## config.mk

```make
export PLATFORM = sky130hd
export DESIGN_NAME = gshare_branch_predictor_2w
export DESIGN_NICKNAME = d
export VERILOG_FILES = /design/src/rtl/gshare_branch_predictor_2w.sv
export SDC_FILE = /design/constraint.sdc
export NUM_CORES = 1
export LEC_CHECK = 0
export ABC_AREA = 1
export BUFFER_PORTS_ARGS = -buffer_cell sky130_fd_sc_hd__buf_2
export CAP_MARGIN = 40
export CORE_MARGIN = 2
export CORE_UTILIZATION = 30
export CTS_CLUSTER_SIZE = 28
export DETAILED_ROUTE_END_ITERATION = 10
export PLACE_DENSITY = 0.62
export SYNTH_ARGS = -nofsm -noshare
export SYNTH_HDL_FRONTEND = slang
export SYNTH_SLANG_ARGS = --single-unit
```

## constraint.sdc

```tcl
create_clock -name clk -period 2.3 [get_ports clk]
set_input_delay 0.46 -clock clk [delete_from_list [all_inputs] [get_ports clk]]
set_output_delay 0.46 -clock clk [all_outputs]
set_load 0.01 [all_outputs]
```

## src/rtl/gshare_branch_predictor_2w.sv

```systemverilog
// gshare_branch_predictor_2w
//   Dual-issue gshare direction predictor. It holds a table of saturating counters
//   indexed by the low PC bits XOR a speculative global history register (GHR).
//   Lookups are combinational and serve two decode slots plus one fetch-time PC.
//   The table is trained from the two Execute-stage branches. The GHR is repaired
//   from the history snapshot carried down the pipe on a mispredict. After reset,
//   a sequential sweep clears the table to weakly not-taken before ready rises.
//
// Ports
//   clk, reset                    clock, asynchronous active-high reset
//   ready                         table initialised, predictions valid
//   pc1, pc2, nextPC              decode-slot PCs and fetch PC
//   dec_br1, dec_br2              decode slot holds a branch (speculative GHR shift)
//   prediction1/2, instMemPred    predicted directions (1 = taken)
//   ghr_snap                      current speculative GHR
//   branch1/2, branch_taken1/2    Execute-slot resolved branches and directions
//   pcE1/2, ghrE1/2               Execute-slot PCs and GHR snapshots
//   mispredict1/2                 Execute-slot mispredict flags
//   perf_branches, perf_mispred   performance counters
//
// Build option
//   BPU_PERF_CNT_EN  When defined, this builds the 32-bit wrapping perf counters.
//                    Otherwise perf_* are tied to 0.
//
// FSM states
//   state | meaning
//   INIT  | sweeping the table, one entry per cycle, predictions forced to 0
//   RUN   | normal lookup, training and GHR tracking

module gshare_branch_predictor_2w #(
  parameter int PC_W  = 11,
  parameter int IDX_W = 5,
  parameter int GHR_W = 5,
  parameter int CTR_W = 2
) (
  input  logic             clk,
  input  logic             reset,
  output logic             ready,
  input  logic [PC_W-1:0]  pc1,
  input  logic [PC_W-1:0]  pc2,
  input  logic [PC_W-1:0]  nextPC,
  input  logic             dec_br1,
  input  logic             dec_br2,
  output logic             prediction1,
  output logic             prediction2,
  output logic             instMemPred,
  output logic [GHR_W-1:0] ghr_snap,
  input  logic             branch1,
  input  logic             branch2,
  input  logic             branch_taken1,
  input  logic             branch_taken2,
  input  logic [PC_W-1:0]  pcE1,
  input  logic [PC_W-1:0]  pcE2,
  input  logic [GHR_W-1:0] ghrE1,
  input  logic [GHR_W-1:0] ghrE2,
  input  logic             mispredict1,
  input  logic             mispredict2,
  output logic [31:0]      perf_branches,
  output logic [31:0]      perf_mispred
);

  localparam int ENTRIES = 2 ** IDX_W;
  localparam logic [CTR_W-1:0] CTR_INIT = {1'b0, {(CTR_W-1){1'b1}}};

  typedef enum logic {INIT = 1'b0, RUN = 1'b1} state_t;

  state_t             state, state_nxt;
  logic [IDX_W-1:0]   init_ptr;
  logic               init_we;
  logic [CTR_W-1:0]   tbl [ENTRIES];
  logic [GHR_W-1:0]   ghr, ghr_nxt;

  // State register.
  always_ff @(posedge clk or posedge reset) begin
    if (reset) state <= INIT;
    else       state <= state_nxt;
  end

  // Next-state logic.
  always_comb begin
    state_nxt = state;
    case (state)
      INIT:    if (init_ptr == IDX_W'(ENTRIES - 1)) state_nxt = RUN;
      RUN:     state_nxt = RUN;
      default: state_nxt = INIT;
    endcase
  end

  // Output logic.
  always_comb begin
    ready   = (state == RUN);
    init_we = (state == INIT);
  end

  always_ff @(posedge clk or posedge reset) begin
    if (reset)        init_ptr <= '0;
    else if (init_we) init_ptr <= init_ptr + 1'b1;
  end

  // Lookup: all three ports read with the speculative GHR.
  logic [IDX_W-1:0] idx1, idx2, idx_f, idx_e1, idx_e2;
  assign idx1   = pc1[IDX_W-1:0]    ^ IDX_W'(ghr);
  assign idx2   = pc2[IDX_W-1:0]    ^ IDX_W'(ghr);
  assign idx_f  = nextPC[IDX_W-1:0] ^ IDX_W'(ghr);
  assign idx_e1 = pcE1[IDX_W-1:0]   ^ IDX_W'(ghrE1);
  assign idx_e2 = pcE2[IDX_W-1:0]   ^ IDX_W'(ghrE2);

  assign prediction1 = ready & tbl[idx1][CTR_W-1];
  assign prediction2 = ready & tbl[idx2][CTR_W-1];
  assign instMemPred = ready & tbl[idx_f][CTR_W-1];
  assign ghr_snap    = ghr;

  // A slot-1 mispredict means slot 2 is on the wrong path.
  logic kill2, upd1, upd2, repair2;
  assign kill2   = branch1 & mispredict1;
  assign upd1    = ready & branch1;
  assign upd2    = ready & branch2 & ~kill2;
  assign repair2 = branch2 & mispredict2;

  logic signed [2:0] d1, d2;
  assign d1 = branch_taken1 ? 3'sd1 : -3'sd1;
  assign d2 = branch_taken2 ? 3'sd1 : -3'sd1;

  // Two extra headroom bits catch both underflow and overflow of a +/-2 step.
  function automatic logic [CTR_W-1:0] sat_upd(input logic [CTR_W-1:0] c,
                                               input logic signed [2:0] d);
    logic signed [CTR_W+1:0] s;
    s = $signed({2'b00, c}) + (CTR_W+2)'(d);
    if (s[CTR_W+1])  return '0;
    else if (s[CTR_W]) return '1;
    else             return s[CTR_W-1:0];
  endfunction

  // The table has no reset. The init sweep defines every entry before use.
  always_ff @(posedge clk) begin
    if (init_we) begin
      tbl[init_ptr] <= CTR_INIT;
    end else if (upd1 && upd2 && (idx_e1 == idx_e2)) begin
      tbl[idx_e1] <= sat_upd(tbl[idx_e1], d1 + d2);
    end else begin
      if (upd1) tbl[idx_e1] <= sat_upd(tbl[idx_e1], d1);
      if (upd2) tbl[idx_e2] <= sat_upd(tbl[idx_e2], d2);
    end
  end

  // Wide concatenations keep the shifts legal for GHR_W = 1. The low bits are the new history.
  logic [GHR_W:0]   rep1, rep2, sh_p1, sh_p2;
  logic [GHR_W+1:0] sh_both;
  assign rep1    = {ghrE1, branch_taken1};
  assign rep2    = {ghrE2, branch_taken2};
  assign sh_p1   = {ghr, prediction1};
  assign sh_p2   = {ghr, prediction2};
  assign sh_both = {ghr, prediction1, prediction2};

  always_comb begin
    ghr_nxt = ghr;
    if (kill2)                 ghr_nxt = rep1[GHR_W-1:0];
    else if (repair2)          ghr_nxt = rep2[GHR_W-1:0];
    else if (dec_br1 && dec_br2) ghr_nxt = sh_both[GHR_W-1:0];
    else if (dec_br1)          ghr_nxt = sh_p1[GHR_W-1:0];
    else if (dec_br2)          ghr_nxt = sh_p2[GHR_W-1:0];
  end

  always_ff @(posedge clk or posedge reset) begin
    if (reset)      ghr <= '0;
    else if (ready) ghr <= ghr_nxt;
  end

`ifdef BPU_PERF_CNT_EN
  logic [1:0] n_br, n_mp;
  assign n_br = {1'b0, upd1} + {1'b0, upd2};
  assign n_mp = {1'b0, upd1 & mispredict1} + {1'b0, upd2 & mispredict2};

  always_ff @(posedge clk or posedge reset) begin
    if (reset) begin
      perf_branches <= '0;
      perf_mispred  <= '0;
    end else begin
      perf_branches <= perf_branches + 32'(n_br);
      perf_mispred  <= perf_mispred + 32'(n_mp);
    end
  end
`else
  assign perf_branches = '0;
  assign perf_mispred  = '0;
`endif

  logic unused_bits;
  assign unused_bits = &{1'b0, pc1[PC_W-1:IDX_W], pc2[PC_W-1:IDX_W], nextPC[PC_W-1:IDX_W],
                         pcE1[PC_W-1:IDX_W], pcE2[PC_W-1:IDX_W], rep1[GHR_W], rep2[GHR_W],
                         sh_p1[GHR_W], sh_p2[GHR_W], sh_both[GHR_W+1:GHR_W]};

endmodule

```

======== Word-level counts from Yosys, hierarchy flattened ========
Memories as Yosys holds them, arrays and structs flattened.
Index checks and enable logic that the tools add are counted.
storage, ports and cells
  RAM bits ................................ 64
  bits in registers ....................... 11
  word-level logic and storage cells ...... 72
  output and inout port bits .............. 73
  ROM bits ................................ 0
  latch bits .............................. 0
  memories kept ........................... 1
cells by class
  shift-type cells ........................ 0
  add/sub/neg operators ................... 5
  multipliers ............................. 0
  muxes and demuxes ....................... 39
  div/mod/pow operators ................... 0
  order comparisons ....................... 0
  bitwise logic cells ..................... 16
  equal/unequal tests ..................... 2
  reductions and logical operators ........ 6
memory list
  memory  words  bits a word  read ports  clocked after Yosys merged registers in  write ports  RTL line  source
  tbl     32     2            5           0                                        2            70        logic [CTR_W-1:0] tbl [ENTRIES];
operator list
  operator                                                        count
  2-bit 2-to-1 mux                                                16
  5-bit 2-to-1 mux                                                6
  5-bit XOR                                                       5
  1-bit 2-to-1 mux                                                14
  3-bit by 3-bit adder with 4-bit output                          3
  1-bit bitwise AND                                               8
  3-bit 2-to-1 mux                                                2
  5-bit by 1-bit adder with 5-bit output (second input constant)  1
  5-bit equality test                                             1
  5-bit equality test (second input constant)                     1
  5-bit nonzero test                                              1
  3-bit adder                                                     1
  1-bit logical AND                                               3
  1-bit inverter                                                  2
  1-bit one-hot mux with 2 select lines                           1
  2-bit AND reduction                                             1
  2-bit OR reduction                                              1
  1-bit OR                                                        1

======== Depth between registers and ports, before layout ========
  depth after elaboration ................. 11
  depth in mapped cells ................... 19
  depth with buffers taken out ............ 17

======== Least setup slack after synthesis ========
No wires, ideal clock.
  path kind ............................... input-to-reg
  start ................................... input ghrE2[1]
  end ..................................... memory tbl[22][0], data pin
  cell stages on the path ................. 13
  arrival time ............................ 2.647 ns
  required time ........................... 2.031 ns
  slack ................................... -0.616 ns
  buffers on the path ..................... 2
  library setup time ...................... 0.269 ns
  cell sequence ........................... xnor2_2 > inv_1 > nor2_1 > buf_2 > inv_1 > o22ai_1 > o21ai_0 > nand4_1 > nor2_1 > fa_1 > inv_1 > clkbuf_1 > o21ai_0
RTL lines
  element          RTL line  source
  start, declared  55        input logic [GHR_W-1:0] ghrE2,
  end, declared    70

==> summary.md <==
| Metric | Value |
|---|---|
| Outcome | `complete, but fails checks` |
| Violated checks | `negative setup slack` |
| Total number of clock tree sinks | `75` |
| Least setup slack across all paths after layout | `-289 ps` |
| X dimension of the die | `160 um` |
| Timing-limited maximum frequency | `between 300 and 400 MHz` |
| Share of final-layout standard cells stronger than drive strength 1 | `0.338` |
| Hold_ws | `89.1 ps` |
| Clk pin slew, worst setup/hold paths | `60 ps` |
| Total leakage power | `4.62 nW` |
| Post-synthesis instance area | `7270 um^2` |
| Worst-Skew Late Latency | `350 ps` |
| Drc violations | `0` |
| Starting density of the core | `0.308` |
| Estimated wirelength of the detail-placed design | `20.5 mm` |
| Portion of the clock cycle consumed by the worst path in the final layout | `1.13` |
| Share of synthesized area occupied by flip-flops and latches | `0.302` |
| Signed area change from the synthesized netlist to the final layout | `41.8%` |
| Fillers | `around 2300` |
| PwrDens | `604 nW/um^2` |
| Crit path arrival time | `2690 ps` |
| Per-cell routed wire length | `18.3 um` |
| Total number of vias | `8480` |
| Total Nets Final | `1332` |
| Commonest non-fill, non-tap cells in the layout | `sky130_fd_sc_hd__nand2_1, sky130_fd_sc_hd__buf_4, sky130_fd_sc_hd__nand3_1, sky130_fd_sc_hd__nand4_1` |
| Total congestion overflow after global routing | `0` |
| Total Negative Setup Slacks | `-15170 ps` |
| Final clock skew | `8.84 ps` |
| Metal1 wirelength | `11.9 mm` |
| Buffer cell driving the clock tree root | `sky130_fd_sc_hd__clkbuf_16` |
| Final setup violation count | `67` |
| Sequential standard cell area | `2200 um^2` |
| Largest net degree at the start of global routing | `33` |
| Top-level port count | `148` |
| Number of max-cap violations | `0` |
| Most common cell after layout, fill and taps aside | `sky130_fd_sc_hd__nand2_1` |
| Routed length on met2 | `approximately 13 mm` |
| Type of the most critical hold path | `primary input to asynchronous set/reset pin` |
| Number of cells traversed by the worst register-to-register path | `15` |
| # rows | `56` |
| Post-route ant nets | `0` |
| Startpoint class of the critical path | `primary input` |
| Distinct cell type count after synthesis | `42` |
| Sum of routed wire length over all layers | `28.8 mm` |
| Warnings, synthesis | `0` |
| Count of buffers inserted at the top-level ports | `53` |
| DIE AREA | `25500 um^2` |
| Startpoint-to-endpoint class of the critical path | `primary input to flip-flop` |
| Weighted congestion at the end of routability-driven global placement | `0.894` |
| Unrepaired setup endpoints after global routing | `true` |
| Critical Path RT | `2400 ps` |
| TritonCTS clock tree | `yes` |
| Number of enable flip-flop cells after synthesis | `64` |
| Maximum level of the CTS H-tree | `3` |
| Async set or reset register ratio after synthesis | `0.147` |
| Area inside the core boundary | `23600 um^2` |
| GRT Util Overall | `0.211` |
| Vias in the first global route | `about 7700` |
| Iteration-0 DRC Markers | `1064` |
| IR Drop Worst-Case VDD | `0.377 mV` |
| Total clock buffers created by CTS | `9` |
| Ant diodes | `0` |
| Overall die height | `160 um` |
| Footprint of the multi-input gates | `4800 um^2` |
| Post-synthesis area per instance | `7.03 um^2` |
| Minimum period implied by the final worst setup slack | `2590 ps` |
| Via density per instance | `5.39` |
| Top Layer Used | `met4` |
| Post-Syn Instances | `between 1000 and 1500` |
| Pre-Repair DR Iteration Count | `6` |
| Utilization of the core after routing | `0.437` |
| Final Hold Vio Count | `0` |
| Wire length of the first global-routing pass | `42.5 mm` |
| Max Buffers Root-to-Sink | `2` |
| CP Capture Type | `flip-flop` |
| Routed wire length on met3 | `2.64 mm` |
| Number of pins with negative max-slew slack in the final report | `0` |
| Main flop type after synthesis | `sky130_fd_sc_hd__edfxtp_1` |
| Number of antenna violations at the first check in global routing | `0` |
| Seq cells post-synth | `75` |
| Max Fanout on Critical Path | `6` |
kinds of logic after synthesis:
family                     share of synthesized area
xor gates and xnor gates                      0.0384
adders and majority gates                     0.0179
other                                       0.000516
AOI/OAI and AO/OA                              0.143
and+or+nand+nor                                0.346
buffers and inverters                          0.152
DFF                                            0.302
layout make-up:
cell class                 instances  area share
tap                              319      0.0387
clock buffer                      11      0.0226
sequential                        75       0.213
inverter                          79      0.0324
multi-input combinational        826       0.465
timing repair buffer             258       0.224
clock inverter                     5     0.00364
per-layer routing:
metal | up-vias | global-route usage
met5 | - | 0
met4 | 0 | 0.0694
met3 | 88 | 0.0275
met2 | 466 | 0.335
met1 | 4000 | 0.296
li1 | 3926 | -
stage by stage:
stage               worst slack, ps  instance area [um^2]  cells  power (mW)
finish                         -289                 10300   1573        6.23
global route                   -373                 10300   1573        6.54
CTS                            -260                  9560   1556        5.87
detailed placement             -653                  9030   1525        4.37
global placement               -655                  9030   1525        4.35
floorplan                      -259                  7700   1097        3.41
repair_timing:
item / in CTS / in global routing
hold buffers: 0 / 0
resized for setup: 29 / 164
setup buffers: 13 / 9
gates cloned: 2 / 9
setup endpoints to repair: 77 / 123
pin swaps: 33 / 40
flip-flops by register name, indices dropped and copies added, names as in the netlist:
| signal | flops |
|---|---|
| tbl | 64 |
| ready | 1 |
| init_ptr | 5 |
| ghr_snap | 5 |
report_power, final:
part | internal (mW) | leakage [nW] | switching [mW] | total [mW]
clock network | 0.736 | 0.126 | 0.609 | 1.34
logic | 1.38 | 3.77 | 1.87 | 3.25
registers | 1.57 | 0.718 | 0.0643 | 1.63
total | 3.68 | 4.62 | 2.54 | 6.23
critical path: stages:
cell	delay, ps
sky130_fd_sc_hd__buf_8	110
sky130_fd_sc_hd__inv_4	60
sky130_fd_sc_hd__nand2_4	50
sky130_fd_sc_hd__nand2_4	110
sky130_fd_sc_hd__buf_12	130
sky130_fd_sc_hd__buf_12	110
sky130_fd_sc_hd__nand2_1	40
sky130_fd_sc_hd__o211ai_1	90
sky130_fd_sc_hd__nand3_1	110
sky130_fd_sc_hd__nand3_1	110
sky130_fd_sc_hd__nand3_1	90
sky130_fd_sc_hd__nand2_2	130
sky130_fd_sc_hd__inv_2	60
sky130_fd_sc_hd__or2_4	230
sky130_fd_sc_hd__ha_4	270
sky130_fd_sc_hd__nand2_4	50
sky130_fd_sc_hd__nand2_4	70
sky130_fd_sc_hd__nand2_8	100
sky130_fd_sc_hd__clkbuf_16	190
sky130_fd_sc_hd__nand2_2	60
sky130_fd_sc_hd__o21ai_1	60
cells in the mapped netlist (2+ instances only):
cell / count / area, um^2
sky130_fd_sc_hd__o211ai_1: 34 / 255
sky130_fd_sc_hd__fa_1: 4 / 80.1
sky130_fd_sc_hd__a211oi_1: 3 / 22.5
sky130_fd_sc_hd__or2_2: 2 / 12.5
sky130_fd_sc_hd__o21ai_0: 65 / 325
sky130_fd_sc_hd__xor2_1: 4 / 35.0
sky130_fd_sc_hd__clkbuf_1: 14 / 52.6
sky130_fd_sc_hd__o22ai_1: 17 / 106
sky130_fd_sc_hd__xnor2_2: 3 / 48.8
sky130_fd_sc_hd__xnor2_4: 2 / 55.1
sky130_fd_sc_hd__nand3_1: 160 / 801
sky130_fd_sc_hd__nand2_2: 5 / 31.3
sky130_fd_sc_hd__a22oi_1: 16 / 120
sky130_fd_sc_hd__nand2_1: 284 / 1070
sky130_fd_sc_hd__buf_6: 6 / 67.6
sky130_fd_sc_hd__a22o_1: 4 / 35.0
sky130_fd_sc_hd__nor3_1: 2 / 10.0
sky130_fd_sc_hd__buf_2: 24 / 120
sky130_fd_sc_hd__ha_1: 4 / 50.1
sky130_fd_sc_hd__a21oi_1: 5 / 25.0
sky130_fd_sc_hd__inv_1: 73 / 274
sky130_fd_sc_hd__dfrtp_1: 11 / 275
sky130_fd_sc_hd__buf_4: 73 / 548
sky130_fd_sc_hd__edfxtp_1: 64 / 1920
sky130_fd_sc_hd__or2_1: 2 / 12.5
sky130_fd_sc_hd__nand4_1: 67 / 419
sky130_fd_sc_hd__o21ai_1: 22 / 110
sky130_fd_sc_hd__nor2_1: 31 / 116
sky130_fd_sc_hd__xnor2_1: 16 / 140
sky130_fd_sc_hd__inv_2: 5 / 18.8
path summary, 6_finish.rpt:
kind	from	endpoint	slack, ps
max	pcE1[0]	tbl[17][0]	-290
min	reset	init_ptr[1]	90
max reg2reg	tbl[18][1]	tbl[17][0]	-220
min reg2reg	init_ptr[4]	init_ptr[4]	540
max in group asynchronous	reset	ghr_snap[1]	1890
min in group clk	ghrE1[2]	ghr_snap[3]	500
Note: power is estimated with default switching activity, not from simulation.
